### config.mk
export PLATFORM = sky130hd
export DESIGN_NAME = sysbus_arbiter
export DESIGN_NICKNAME = d
export VERILOG_FILES = /design/src/rtl/sysbus_arbiter.sv
export SDC_FILE = /design/constraint.sdc
export NUM_CORES = 1
export LEC_CHECK = 0
export BUFFER_PORTS_ARGS = -buffer_cell sky130_fd_sc_hd__buf_2
export CAP_MARGIN = 20
export CELL_PAD_IN_SITES_DETAIL_PLACEMENT = 2
export CELL_PAD_IN_SITES_GLOBAL_PLACEMENT = 2
export CORE_AREA = 2 2 338 340
export DETAILED_ROUTE_END_ITERATION = 8
export DIE_AREA = 0 0 340 342
export HOLD_SLACK_MARGIN = 0.03
export PLACE_DENSITY_LB_ADDON = 0.1
export SYNTH_ARGS = -nofsm -noshare
export SYNTH_HDL_FRONTEND = slang
export SYNTH_SLANG_ARGS = --single-unit
### constraint.sdc
create_clock -name clk -period 1.35 [get_ports clk]
set_input_delay 0.27 -clock clk [delete_from_list [all_inputs] [get_ports clk]]
set_output_delay 0.27 -clock clk [all_outputs]
set_load 0.03 [all_outputs]
### src/rtl/sysbus_arbiter.sv
// sysbus_arbiter
// Round-robin N-to-1 arbiter for the SystemBus ReadWrite channel, plus
// broadcast/collect of provider invalidation requests to all users.
//
// Ports:
//   clk, rst_n            clock, asynchronous active-low reset
//   usr_rw_*  (in)        per-user ReadWrite requests, user i in slice i
//   usr_rw_ready (out)    one-hot completion pulse to the granted user
//   usr_r_data (out)      read data, shared by all users
//   usr_inv_* (out/in)    per-user invalidation request / acknowledge
//   prv_rw_* (out/in)     ReadWrite port toward the system cache
//   prv_inv_* (in/out)    invalidation request from / completion to provider
//   gnt_id (out)          index of the current or last granted user
module sysbus_arbiter #(
  parameter int NUM_USERS  = 2,
  parameter int ADDR_WIDTH = 32,
  parameter int DATA_WIDTH = 128,
  parameter int MASK_WIDTH = DATA_WIDTH / 8,
  parameter int IDW        = (NUM_USERS > 1) ? $clog2(NUM_USERS) : 1
) (
  input  logic                             clk,
  input  logic                             rst_n,
  input  logic [NUM_USERS-1:0]             usr_rw_valid,
  input  logic [NUM_USERS-1:0]             usr_rw_we,
  input  logic [NUM_USERS-1:0]             usr_w_ce,
  input  logic [NUM_USERS*ADDR_WIDTH-1:0]  usr_rw_addr,
  input  logic [NUM_USERS*MASK_WIDTH-1:0]  usr_w_mask,
  input  logic [NUM_USERS*DATA_WIDTH-1:0]  usr_w_data,
  output logic [NUM_USERS-1:0]             usr_rw_ready,
  output logic [DATA_WIDTH-1:0]            usr_r_data,
  output logic [NUM_USERS-1:0]             usr_inv_valid,
  output logic [ADDR_WIDTH-1:0]            usr_inv_addr,
  input  logic [NUM_USERS-1:0]             usr_inv_ready,
  output logic                             prv_rw_valid,
  output logic                             prv_rw_we,
  output logic                             prv_w_ce,
  output logic [ADDR_WIDTH-1:0]            prv_rw_addr,
  output logic [MASK_WIDTH-1:0]            prv_w_mask,
  output logic [DATA_WIDTH-1:0]            prv_w_data,
  input  logic                             prv_rw_ready,
  input  logic [DATA_WIDTH-1:0]            prv_r_data,
  input  logic                             prv_inv_valid,
  input  logic [ADDR_WIDTH-1:0]            prv_inv_addr,
  output logic                             prv_inv_ready,
  output logic [IDW-1:0]                   gnt_id
);

  localparam logic [0:0]     ST_IDLE = 1'b0;
  localparam logic [0:0]     ST_BUSY = 1'b1;
  localparam logic [IDW-1:0] LAST_ID = IDW'(NUM_USERS - 1);

  logic [0:0]           r_state;
  logic [IDW-1:0]       r_rr_ptr;
  logic [IDW-1:0]       r_gnt_id;
  logic [NUM_USERS-1:0] r_ack_mask;

  logic                 w_found;
  logic [IDW-1:0]       w_pick;
  logic [NUM_USERS-1:0] w_inv_valid;
  logic [NUM_USERS-1:0] w_inv_ack;
  logic                 w_inv_done;

  // Rotating priority as two fixed-priority passes: first requesters at or
  // above rr_ptr, then wrap around to the lowest index.
  always_comb begin
    w_found = 1'b0;
    w_pick  = '0;
    for (int unsigned j = 0; j < NUM_USERS; j++) begin
      if (!w_found && usr_rw_valid[j] && (IDW'(j) >= r_rr_ptr)) begin
        w_found = 1'b1;
        w_pick  = IDW'(j);
      end
    end
    for (int unsigned j = 0; j < NUM_USERS; j++) begin
      if (!w_found && usr_rw_valid[j]) begin
        w_found = 1'b1;
        w_pick  = IDW'(j);
      end
    end
  end

  // Provider-side mux and completion routing; all zero outside BUSY.
  always_comb begin
    prv_rw_valid = 1'b0;
    prv_rw_we    = 1'b0;
    prv_w_ce     = 1'b0;
    prv_rw_addr  = '0;
    prv_w_mask   = '0;
    prv_w_data   = '0;
    usr_rw_ready = '0;
    if (r_state == ST_BUSY) begin
      for (int unsigned j = 0; j < NUM_USERS; j++) begin
        if (IDW'(j) == r_gnt_id) begin
          prv_rw_valid    = usr_rw_valid[j];
          prv_rw_we       = usr_rw_we[j];
          prv_w_ce        = usr_w_ce[j];
          prv_rw_addr     = usr_rw_addr[j*ADDR_WIDTH +: ADDR_WIDTH];
          prv_w_mask      = usr_w_mask[j*MASK_WIDTH +: MASK_WIDTH];
          prv_w_data      = usr_w_data[j*DATA_WIDTH +: DATA_WIDTH];
          usr_rw_ready[j] = prv_rw_ready;
        end
      end
    end
  end

  assign usr_r_data = prv_r_data;
  assign gnt_id     = r_gnt_id;

  always_ff @(posedge clk or negedge rst_n) begin
    if (!rst_n) begin
      r_state  <= ST_IDLE;
      r_rr_ptr <= '0;
      r_gnt_id <= '0;
    end else if (r_state == ST_IDLE) begin
      if (w_found) begin
        r_gnt_id <= w_pick;
        r_state  <= ST_BUSY;
      end
    end else if (prv_rw_ready) begin
      r_rr_ptr <= (r_gnt_id == LAST_ID) ? '0 : r_gnt_id + IDW'(1);
      r_state  <= ST_IDLE;
    end
  end

  // Invalidation broadcast: a user stops seeing the request once it has
  // acknowledged; completion fires when the last outstanding ack arrives.
  assign w_inv_valid = {NUM_USERS{prv_inv_valid}} & ~r_ack_mask;
  assign w_inv_ack   = usr_inv_ready & w_inv_valid;
  assign w_inv_done  = prv_inv_valid & (&(r_ack_mask | w_inv_ack));

  // Combinational paths from prv_inv_valid are gated so reset silences them.
  assign usr_inv_valid = w_inv_valid & {NUM_USERS{rst_n}};
  assign usr_inv_addr  = prv_inv_addr;
  assign prv_inv_ready = w_inv_done & rst_n;

  always_ff @(posedge clk or negedge rst_n) begin
    if (!rst_n) begin
      r_ack_mask <= '0;
    end else if (w_inv_done) begin
      r_ack_mask <= '0;
    end else begin
      r_ack_mask <= r_ack_mask | w_inv_ack;
    end
  end

endmodule

======== Yosys cells after proc, flatten, opt, wreduce, memory -nomap -nowiden ========
Index checks and enable logic that the tools add are counted.
Widths: inputs -> output; s select.
word-level totals
  input bits .............................. 524
  word-level logic and storage cells ...... 53
  output and inout port bits .............. 345
  flip-flop bits (word level) ............. 5
operators by class
  bitwise gates (word level) .............. 8
  reduce and logical (&&, ||, !) cells .... 11
  magnitude comparators ................... 2
  multiplexer cells ....................... 27
  add/sub/neg operators ................... 1
operator list
  operator             number
  $mux 128             2
  $mux 32              2
  $mux 16              2
  $mux 1               19
  $and 2x2->2          3
  $reduce_and 2->1     3
  $logic_and 1x1->1    5
  $mux 2               2
  $logic_not 1->1      3
  $and 1x1->1          2
  $ge 1x1->1 const A   2
  $not 2->2            1
  $or 2x2->2           1
  $add 1x1->1 const B  1
  $not 1->1            1

======== Depth between registers and ports, before layout ========
  word-level depth ........................ 15
  gate-level depth with buffers ........... 4
  depth with buffers taken out ............ 2

======== Least setup slack after synthesis ========
OpenSTA, ideal clock, no wires.
  kind .................................... reg-to-output
  from .................................... reg r_gnt_id (netlist: gnt_id)
  to ...................................... out prv_rw_addr[15]
  arrival ................................. 1.461 ns
  slack ................................... -0.381 ns
  stages on the path, launching flop included .. 5
  data required time ...................... 1.080 ns
  buffers on the path ..................... 2
  path through ............................ dfrtp_1 -> buf_4 -> buf_6 -> mux2i_1 -> nor2b_1
between the ends
  longest elaborated chain between the ends .. 2
RTL lines
  what                    RTL line  RTL
  start, declared         54        logic [IDW-1:0] r_gnt_id;
  start signal, assigned  116       r_gnt_id <= w_pick;
  $mux 32                 93        if (IDW'(j) == r_gnt_id) begin
  $mux 32                 91        if (r_state == ST_BUSY) begin
  end, declared           37        output logic [ADDR_WIDTH-1:0] prv_rw_addr,
No other way between the ends.

======== Final worst setup path ========
  from .................................... reg r_gnt_id (netlist: gnt_id)
  to ...................................... out prv_w_data[46]
between the ends
  longest elaborated chain between the ends .. 2
RTL lines
  what           RTL line  RTL
  $mux 128       93
  $mux 128       91
  end, declared  39        output logic [DATA_WIDTH-1:0] prv_w_data,
No other way between the ends.

==> out/metrics.cfg <==
[worst_setup_path]
cp_common_cell = buf_12
cp-end-kind = output port
r2r_start = gnt_id
path_delay_family = buffers and inverters
critPathMaxStageDelay_ps = 490
cp_cell_sequence = buf_12, buf_12, mux2i_1, nor2b_2, buf_2
path_class = reg2out
cp-start-kind = register
slowest_stage = dfrtp_4
path_buf_inv = 3
arrival_ps = 1640
cp.required_ps = 1080
path_max_fanout = 15
critPathLaunch = gnt_id

[synth]
synth_nets = 1107
synth-main-ff-cell = dfrtp_1
async_reset_ff_share_pct = 100
synth_cell_type_count = 18
avgSynthCellArea_um2 = 7.92
synth_edf_count = 0
synthMostInstantiatedCell = nor2b_1
synth_area_leader_cell = mux2i_1
yosys_register_bits = 5
synth_top_area_share_pct = 38.8
syn_inst = 583
synth-seq-area-share_pct = 2.71
synth_area_mm2 = 0.00462
synth_common_cells = nor2b_1 (181), mux2i_1 (179), buf_4 (170), clkbuf_1 (18), buf_6 (10)
synth_area_leaders = mux2i_1 (39%), buf_4 (28%), nor2b_1 (25%)
yosysWarnings = 0

[min_path]
min_from = usr_inv_ready[1]
min_path_type = in2reg

[timing]
hold_viol_final = 0
worst_slack_ps = -564
fmax_mhz = 523
rsz0062_at_grt = true
finalClockSkew_ps = 0.102
post-route-period-util_pct = 142
slew_headroom_pct = 82.6
finalSetupViolCount = 184
slew_viol_final = 0
period_minus_slack_ps = 1910
worst_pin_slew_ps = 254

[clocking]
clkSinkCount = 5
htreeDepth = 1
insertion_delay_ps = 220
cts-root-buf = clkbuf_16
clk_pin_slew_ps = 30
cts_tree = done
numCtsBuffers = 3
cts_max_path_buffers = 2

[route]
firstDrtPassIters = 3
drc_errors = 0
routed_wl_um = 35800
wl_per_cell_um = 14.1
drt_iter0_drc = 52
final_antenna_net_count = 0
vias = 5779
vias_per_cell = 2.28

[run_status]
violations = setup timing
outcome = finished with violations

[place]
portBuffers = 548
dp_hpwl_um = 30500
gp_congestion = 0.731

[final_layout]
drive_gt1_share_pct = 83.3
multi_input_area_mm2 = 0.00369
area_delta_synth_final_pct = 121
nNetsFinal = 1544
final_util_pct = 9.03
regArea_um2 = 133
nFillCells = 13300

[grt]
antenna_found_initial = 20
grt_pass1_vias = 6353
grt_max_degree = 32
grt-ovfl-total = 0
grt_pass1_wl_um = 48300
grt_usage_pct = 5.73

[pwr]
vdd_drop_max_mv = 0.239
p_per_area_mw_per_mm2 = 955
leakage_nw = 4.85
finalPower_w = 0.00976

[floorplan]
row_count = 124
fp.dieW_um = 340
die_h_um = 342
dieArea_mm2 = 0.116
initial_core_util_pct = 4.08
num_io_pins = 869
core_mm2 = 0.113

[run]
max-cap-violations = 0

path summary, 6_finish.rpt:
path                       cells after the start             end  slack (ps)
min reg2reg                                    1        r_rr_ptr         490
max reg2reg                                    4        r_rr_ptr           0
min in group asynchronous                      3        r_rr_ptr         500
min                                            3   r_ack_mask[1]         330
max in group asynchronous                      3         r_state         720
max                                            5  prv_w_data[46]        -560
area by class of cell:
cell class	instances	area share, %
timing repair buffer	632	43.2
multi-input combinational	378	36.2
tap	1512	18.5
sequential	5	1.30
clock buffer	4	0.772
antenna	3	0.0735
report_power, final:
part | leakage [nW] | switching [W] | internal [W]
sequential | 0.0584 | 0.0000577 | 0.000186
clock | 0.0382 | 0.0000900 | 0.000391
combinational | 4.75 | 0.00481 | 0.00422
total | 4.85 | 0.00496 | 0.00479
layer usage:
layer  vias to the layer above  track usage (%)  wire length [µm]
met5                         -                0               174
met4                        26            0.913               456
met3                        50             3.08              4290
met2                       428             9.47             16300
met1                      2634             6.61             14500
li1                       2641                -                 -
flip-flops by register name (all words and copies together) (netlist names):
signal	cells
r_ack_mask	2
gnt_id	1
r_rr_ptr	1
r_state	1
logic make-up after synthesis:
family	synth area share, %
compound gates	1.03
buf+inv	31.8
flops	2.71
mux	38.8
simple gates	25.7
metrics by stage:
stage	instances	worst slack [ps]	setup TNS, ps	hold WS (ps)	instance area (µm²)
finish	2534	-564	-85260	326	10200
global route	2533	-622	-97600	351	10200
global placement	2496	-392	-50400	208	8860
floorplan	583	-174	-29060	-25.6	5090
CTS	2517	-585	-93290	334	9740
detailed placement	2496	-398	-53540	207	8860
cell usage in the layout (no fill, tap or decap), types with 7 or more instances in the layout:
cell,instances
mux2i_2,23
mux2i_1,151
buf_4,54
nor2b_4,9
buf_16,7
nor2b_2,170
buf_6,73
clkbuf_4,8
buf_2,457
buf_12,26
what timing repair did:
item                                   4_1_cts  5_1_grt
gates cloned                                 7        2
gates resized for setup                    156       89
pin swaps                                    1        0
setup buffers                                9       12
endpoints found under the hold margin        5        0
hold buffers                                 1        0
setup endpoints to repair                  185      186
worst min-delay path: cells and delay by family:
| kind | cells | cell delay [ps] |
|---|---|---|
| buf+inv | 1 | 90 |
| simple gates | 1 | 90 |
| compound gates | 1 | 60 |
(Power assumes the default switching activity.)
